**src/rtl/simd_tmp_reader.sv**
```systemverilog
// Indexed read port for the SIMD temporary delay buffer, with fill tracking and a registered valid/ack output.
// Optional build macro SIMD_TMP_READER_BYPASS_EN: reads coincident with a shift see the post-shift view.
module simd_tmp_reader #(
    parameter int VSIZE     = 4,
    parameter int TDBW      = 8,
    parameter int TBUF_SIZE = 4,
    localparam int IBW      = (TBUF_SIZE > 1) ? $clog2(TBUF_SIZE) : 1,
    localparam int CBW      = $clog2(TBUF_SIZE + 1)
) (
    input  logic                                        i_clk,
    input  logic                                        i_rst_n,
    input  logic                                        i_clear,
    input  logic                                        i_we,
    input  logic [TBUF_SIZE-1:0][VSIZE-1:0][TDBW-1:0]   i_rdatas,
`ifdef SIMD_TMP_READER_BYPASS_EN
    input  logic [VSIZE-1:0][TDBW-1:0]                  i_wdata,
`endif
    input  logic                                        i_rd_rdy,
    output logic                                        o_rd_ack,
    input  logic [IBW-1:0]                              i_rd_idx,
    output logic                                        o_dat_rdy,
    input  logic                                        i_dat_ack,
    output logic [VSIZE-1:0][TDBW-1:0]                  o_dat,
    output logic                                        o_dat_err,
    output logic [CBW-1:0]                              o_fill
);

    logic [CBW-1:0]              fill;
    logic [VSIZE-1:0][TDBW-1:0]  sel_dat;
    logic                        sel_err;
    int                          chk_fill;

    function automatic logic [CBW-1:0] sat_inc(input logic [CBW-1:0] v);
        if (int'(v) >= TBUF_SIZE) return v;
        return v + CBW'(1);
    endfunction

    // Fill counter: clear dominates, shifts count up to the buffer depth.
    always_ff @(posedge i_clk or negedge i_rst_n) begin
        if (!i_rst_n)     fill <= '0;
        else if (i_clear) fill <= '0;
        else if (i_we)    fill <= sat_inc(fill);
    end

    assign o_fill   = fill;
    assign o_rd_ack = i_rd_rdy && (!o_dat_rdy || i_dat_ack);

    // Entry select; out-of-range indices fall through to zero data.
    always_comb begin
        sel_dat  = '0;
        chk_fill = int'(fill);
        for (int k = 0; k < TBUF_SIZE; k++) begin
            if (int'(i_rd_idx) == k) sel_dat = i_rdatas[k];
        end
`ifdef SIMD_TMP_READER_BYPASS_EN
        if (i_we) begin
            if (int'(i_rd_idx) == 0) sel_dat = i_wdata;
            for (int k = 1; k < TBUF_SIZE; k++) begin
                if (int'(i_rd_idx) == k) sel_dat = i_rdatas[k-1];
            end
            chk_fill = i_clear ? 1 : ((int'(fill) + 1 > TBUF_SIZE) ? TBUF_SIZE : int'(fill) + 1);
        end
`endif
        sel_err = (int'(i_rd_idx) >= TBUF_SIZE) || (int'(i_rd_idx) >= chk_fill);
    end

    // Output stage: data/err load only on accept, valid drops when consumed.
    always_ff @(posedge i_clk or negedge i_rst_n) begin
        if (!i_rst_n) begin
            o_dat_rdy <= 1'b0;
            o_dat     <= '0;
            o_dat_err <= 1'b0;
        end else if (o_rd_ack) begin
            o_dat_rdy <= 1'b1;
            o_dat     <= sel_dat;
            o_dat_err <= sel_err;
        end else if (i_dat_ack) begin
            o_dat_rdy <= 1'b0;
        end
    end

endmodule

```
**config.mk**
```make
export PLATFORM = sky130hd
export DESIGN_NAME = simd_tmp_reader
export DESIGN_NICKNAME = d
export VERILOG_FILES = /design/src/rtl/simd_tmp_reader.sv
export SDC_FILE = /design/constraint.sdc
export NUM_CORES = 1
export LEC_CHECK = 0
export CAP_MARGIN = 20
export CORE_MARGIN = 1.5
export CORE_UTILIZATION = 38
export CTS_BUF_LIST = sky130_fd_sc_hd__clkbuf_8
export DETAILED_ROUTE_END_ITERATION = 10
export PLACE_DENSITY = 0.88
export SLEW_MARGIN = 10
export SYNTH_ARGS = -nofsm -noshare
export SYNTH_HDL_FRONTEND = slang
export SYNTH_SLANG_ARGS = --single-unit
export TNS_END_PERCENT = 10
```
**constraint.sdc**
```tcl
create_clock -name i_clk -period 4.3 [get_ports i_clk]
set_input_delay 0.43 -clock i_clk [delete_from_list [all_inputs] [get_ports i_clk]]
set_output_delay 0.43 -clock i_clk [all_outputs]
set_load 0.03 [all_outputs]
```
==> impl_metrics.json, run 1 <==
{
  "status": "finished clean",
  "hold_violations": 0,
  "required_ns": 3.87,
  "grt_max_degree": 38,
  "fin_crit_ns": 2.24,
  "drt_wl_total_mm": 7.12,
  "clockBufferDepth": 2,
  "clk_pin_slew_ns": 0.07,
  "power.density_nw_per_um2": 300,
  "ir_drop_mv": 0.214,
  "routabilityCongestion": 0.706,
  "drc": 0,
  "postPlaceCellArea_um2": 4100,
  "yosysTopAreaCell": "dfrtp_1",
  "synthTopCellsByArea": "dfrtp_1, mux4_2, mux2_4",
  "setup_viol": 0,
  "htree_num_levels": 2,
  "drive_gt1_frac": 0.247,
  "grt_pass1_vias": 2154,
  "worst_slew_pin_slew_ns": 0.850,
  "cts_buffers": 5,
  "synth_cell_types": 21,
  "critPathKind": "primary input to primary output",
  "via_per_inst": 5.12,
  "rr_worst_depth": 4,
  "cts_root_buf": "clkbuf_8",
  "grt_pass1_wl_mm": 10.5,
  "port_buffers": 173,
  "die_y_um": 81.8,
  "slew_violations": 0,
  "pre_cts_slack_ns": 1.95,
  "pin_count": 174,
  "r2r_slack_ns": 2.59,
  "syn_area_per_cell_um2": 17.9,
  "period_share": 0.521,
  "crit_arrival_ns": 1.81,
  "fmax_ghz": 0.447,
  "ant_nets": 0,
  "fin_area_um2": 4200,
  "die_area_um2": 6700,
  "relSlewSlack": 0.433,
  "post_drt_wl_per_cell_um": 18.8,
  "yosys_warnings": 0,
  "synth_edf_count": 0,
  "r2r-start": "o_dat_rdy",
  "fp-row-count": 28,
  "area_growth_pct": 77.8,
  "r2r_end": "o_dat[20]",
  "cts_resized": 0,
  "layout_setup_ws_ns": 2.06,
  "hold-worst-slack_ns": 0.254,
  "antenna_found_initial": 0,
  "rsz0062_at_grt": "false",
  "synth_fp_nets": 271,
  "final_common_cell": "clkdlybuf4s50_1",
  "core_um2": 5960,
  "drt_iter0_markers": 48,
  "die_w_um": 81.8,
  "dp_hpwl_mm": 5.55,
  "cp_max_fo": 4,
  "cts_tree": "built",
  "firstDrtPassIters": 4,
  "via_count": 1940,
  "nNetsFinal": 444,
  "most-common-layout-cells": "clkdlybuf4s50_1, dfrtp_1, mux4_2, mux2_4, clkbuf_8",
  "grt_usage": 0.214,
  "grt_overflow": 0,
  "p_leak_nw": 1.70,
  "antenna_cells": 0,
  "final.setup.tns_ns": 0,
  "hold_class": "primary input to asynchronous set/reset pin",
  "clkLatencyLatePin_ns": 0.28,
  "cts.sinks": 37,
  "async_reset_ff_frac": 1.00,
  "finalClockSkew_ns": 0.00591,
  "maxCapViolCount": 0,
  "cts_setup_buffers": 0,
  "worstSetupEndpointType": "primary output",
  "synth_top_area_share": 0.392,
  "ys_seq_area_frac": 0.392,
  "syn-cell-area_um2": 2360,
  "cp-start-kind": "primary input",
  "fillers": 445,
  "dominantRegCellSynth": "dfrtp_1",
  "syn_inst": 132,
  "ys_seq_elements": 37,
  "ctsHoldBuffers": 0,
  "initial_core_util": 0.397,
  "p_total_mw": 1.26
}
routing by layer:
| metal | up-vias | wire length [um] | GRT usage |
|---|---|---|---|
| li1 | 871 | - | - |
| met1 | 963 | 2380 | 0.214 |
| met2 | 100 | 3930 | 0.416 |
| met3 | 6 | 726 | 0.0711 |
| met4 | 0 | 84 | 0.0593 |
| met5 | - | 0 | 0 |
stage by stage:
stage	util	std cells
CTS	0.701	378
global route	0.705	379
finish	0.705	379
detailed placement	0.688	372
floorplan	-	132
global placement	0.688	372
report_power, final:
part           total [mW]  switching, mW  internal, mW
Clock               0.219          0.113         0.107
Sequential          0.451         0.0397         0.412
Combinational       0.589          0.242         0.347
Total                1.26          0.395         0.865
how the worst max path moves through the flow:
stage,to,from,slack (ns)
CTS,o_rd_ack,i_dat_ack,2.05
detailed placement,o_dat[20],i_rd_idx[0],1.95
finish,o_rd_ack,i_dat_ack,2.06
global placement,o_dat[18],i_rd_idx[0],1.97
floorplan,o_dat[16],o_dat_rdy,2.62
global route,o_rd_ack,i_dat_ack,1.97
cell families after synthesis:
group                      count (synthesis)  share of synthesized area
AOI/OAI and AO/OA                          5                     0.0122
and+or+nand+nor                            9                     0.0207
DFF                                       37                      0.392
adders and majority gates                  3                     0.0159
muxes                                     65                      0.513
buffers and inverters                     13                     0.0466
state kept, by name, indices dropped and copies added (netlist names):
register   count
o_dat         32
o_fill         3
o_dat_err      1
o_dat_rdy      1
Yosys cell counts, types with 2 or more instances:
library cell   n
a21oi_1        3
mux4_2        29
buf_2          4
nand2b_1       2
nor2_1         2
ha_1           3
mux2_2         3
buf_12         3
dfrtp_1       37
mux4_1         3
inv_1          3
or2_2          2
mux2_4        29
buf_1          2
final cells by class:
type,count,area (um2),share of cell area
well taps,75,93.8,0.0223
repair buffers,176,1760,0.420
clock buffers,5,68.8,0.0164
inverters,3,11.3,0.00268
clock inverters,1,5.00,0.00119
flip-flops and latches,37,926,0.220
multi-input cells,82,1330,0.317
critical path, stage by stage:
cell	delay [ns]
clkdlybuf4s50_1	0.40
nor2b_1	0.30
nor2_4	0.05
clkdlybuf4s50_1	0.62
Power figures use the tool's default switching activity.
==> run 2: changes to the inputs <==
Settings changed: CORE_UTILIZATION 38 to 32, PLACE_DENSITY 0.88 to 0.79.
Clock period 4.3 ns to 1.9 ns, I/O delays scaled along.
==> run 2 against run 1 <==
Against the previous run:
- non-clock buffer count is the same
- worst setup slack got worse by 1.8 ns
- final cell count rose by 6.6%
- largest power group unchanged
- critical path type is now flop to primary output
- clock power is 150% higher
- critical path depth stayed put
- register-to-register slack got worse by 2.1 ns
- global-route usage shrank 4.8 points
==> impl_metrics.json, run 2 (synthesis gave the netlist of run 1 again) <==
{
  "pin_count": 174,
  "worst_slew_pin_slew_ns": 0.821,
  "drc": 0,
  "die_area_um2": 7910,
  "cts.sinks": 37,
  "cts_tree": "built",
  "via_count": 1921,
  "top_register": "o_dat",
  "dp.cells": 397,
  "status": "finished clean",
  "dp_hpwl_mm": 5.01,
  "grt_usage": 0.166,
  "p_int_mw": 2.00,
  "grt_pass1_vias": 2042,
  "period_share": 0.868,
  "critPathKind": "flop to primary output",
  "finalClockSkew_ns": 0.00213,
  "crit_buf_inv": 2,
  "firstDrtPassIters": 4,
  "ir_drop_mv": 0.326,
  "fin_cells": 404,
  "post_drt_wl_per_cell_um": 15.7,
  "swShare": 0.306,
  "clockBufferDepth": 2,
  "routabilityCongestion": 0.686,
  "combPwrFrac": 0.461,
  "setup_viol": 0,
  "grt_overflow": 0,
  "crit_family": "buffers and inverters",
  "r2r_slack_ns": 0.49,
  "pwr-share-seq": 0.352,
  "drt_wl_total_mm": 6.34,
  "hold_class": "primary input to asynchronous set/reset pin",
  "power.density_nw_per_um2": 678,
  "fmax_ghz": 0.607,
  "cpPeakStageDelay_ns": 0.38,
  "antenna_found_initial": 0,
  "fp-row-count": 31,
  "nNetsFinal": 444,
  "initial_core_util": 0.327,
  "most-common-layout-cells": "clkdlybuf4s50_1, dfrtp_1, mux4_2, mux2_4, clkbuf_8",
  "clk_pin_slew_ns": 0.07,
  "final_common_cell": "clkdlybuf4s50_1",
  "crit_arrival_ns": 1.46,
  "cts_buffers": 5,
  "required_ns": 1.71,
  "core_um2": 7210,
  "fin_util": 0.589,
  "die_y_um": 88.9,
  "worstSetupEndpointType": "primary output",
  "drive_gt1_frac": 0.252,
  "hold_violations": 0,
  "crit_slowest_cell": "dfrtp_1",
  "antenna_cells": 0,
  "drt_iter0_markers": 34,
  "fin_area_um2": 4250,
  "largest_reg_flops": 32,
  "die_w_um": 88.9,
  "rsz0062_at_grt": "false",
  "ant_nets": 0,
  "cp-start-kind": "flop",
  "slew_violations": 0,
  "p_sw_mw": 0.883,
  "grt_max_degree": 38,
  "postPlaceCellArea_um2": 4170,
  "cts_resized": 0,
  "htree_num_levels": 2,
  "port_buffers": 173,
  "clkLatencyLatePin_ns": 0.28,
  "via_per_inst": 4.75,
  "cts_setup_buffers": 0,
  "worst-path-stages": 4,
  "fin_crit_ns": 1.65,
  "grt_pass1_wl_mm": 9.77,
  "final.setup.tns_ns": 0,
  "relSlewSlack": 0.453,
  "area_growth_pct": 80.0,
  "fillers": 615,
  "power_frac_clock": 0.187,
  "crit_chain": "nor2b_1 > nor2_4 > buf_12 > buf_4",
  "p_leak_nw": 1.71,
  "cp_max_fo": 33,
  "rr_worst_depth": 4,
  "cts_root_buf": "clkbuf_8",
  "maxCapViolCount": 0,
  "ctsHoldBuffers": 0
}
-- run 2: cell types whose count changed in the layout (fill, tap and decap cells not counted) --
cell	delta
buf_12	+3
inv_1	+1
clkinv_2	-1
clkdlybuf4s50_1	-2
buf_16	-1
clkbuf_8	+1
buf_4	-1
buf_2	+1
-- run 2: power by group through the flow --
stage	Combinational (mW)	Sequential (mW)	Clock, mW
after floorplan	0.410	1.31	0
after global placement	1.32	1.03	0
after detailed placement	1.35	1.03	0
after CTS	1.35	1.02	0.564
after global routing	1.41	1.03	0.597
final	1.33	1.01	0.539
-- run 2: cell type report --
cell class | instances | area, um2 | area share
Clock buffer | 6 | 82.6 | 0.0194
Clock inverter | 1 | 3.75 | 0.000883
Inverter | 3 | 11.3 | 0.00265
Multi-Input combinational cell | 82 | 1330 | 0.313
Sequential cell | 37 | 926 | 0.218
Tap cell | 99 | 124 | 0.0291
Timing Repair Buffer | 176 | 1770 | 0.417
-- run 2: worst paths after layout --
path                                start         to
worst max register to register  o_dat_rdy  o_dat[19]
worst min register to register  o_dat[18]  o_dat[18]
worst max-delay path            o_dat_rdy   o_rd_ack
min in group i_clk               i_rd_rdy  o_dat_rdy
worst min-delay path              i_rst_n  o_dat[17]
max in group asynchronous         i_rst_n   o_dat[7]
-- run 2: routing by layer --
metal / vias up / GRT usage / part of all wire
met5: - / 0 / 0
met4: 0 / 0.0440 / 0.0076
met3: 4 / 0.0508 / 0.090
met2: 97 / 0.299 / 0.54
met1: 945 / 0.191 / 0.37
li1: 875 / - / -
-- run 2: per-stage QoR --
stage	power [mW]	worst slack, ns	hold WS [ns]
final	2.88	0.252	0.000755
after floorplan	1.72	0.220	-0.106
after CTS	2.93	0.242	0.0340
after global routing	3.04	0.190	0.0658
after detailed placement	2.37	0.269	0.338
after global placement	2.35	0.284	0.325
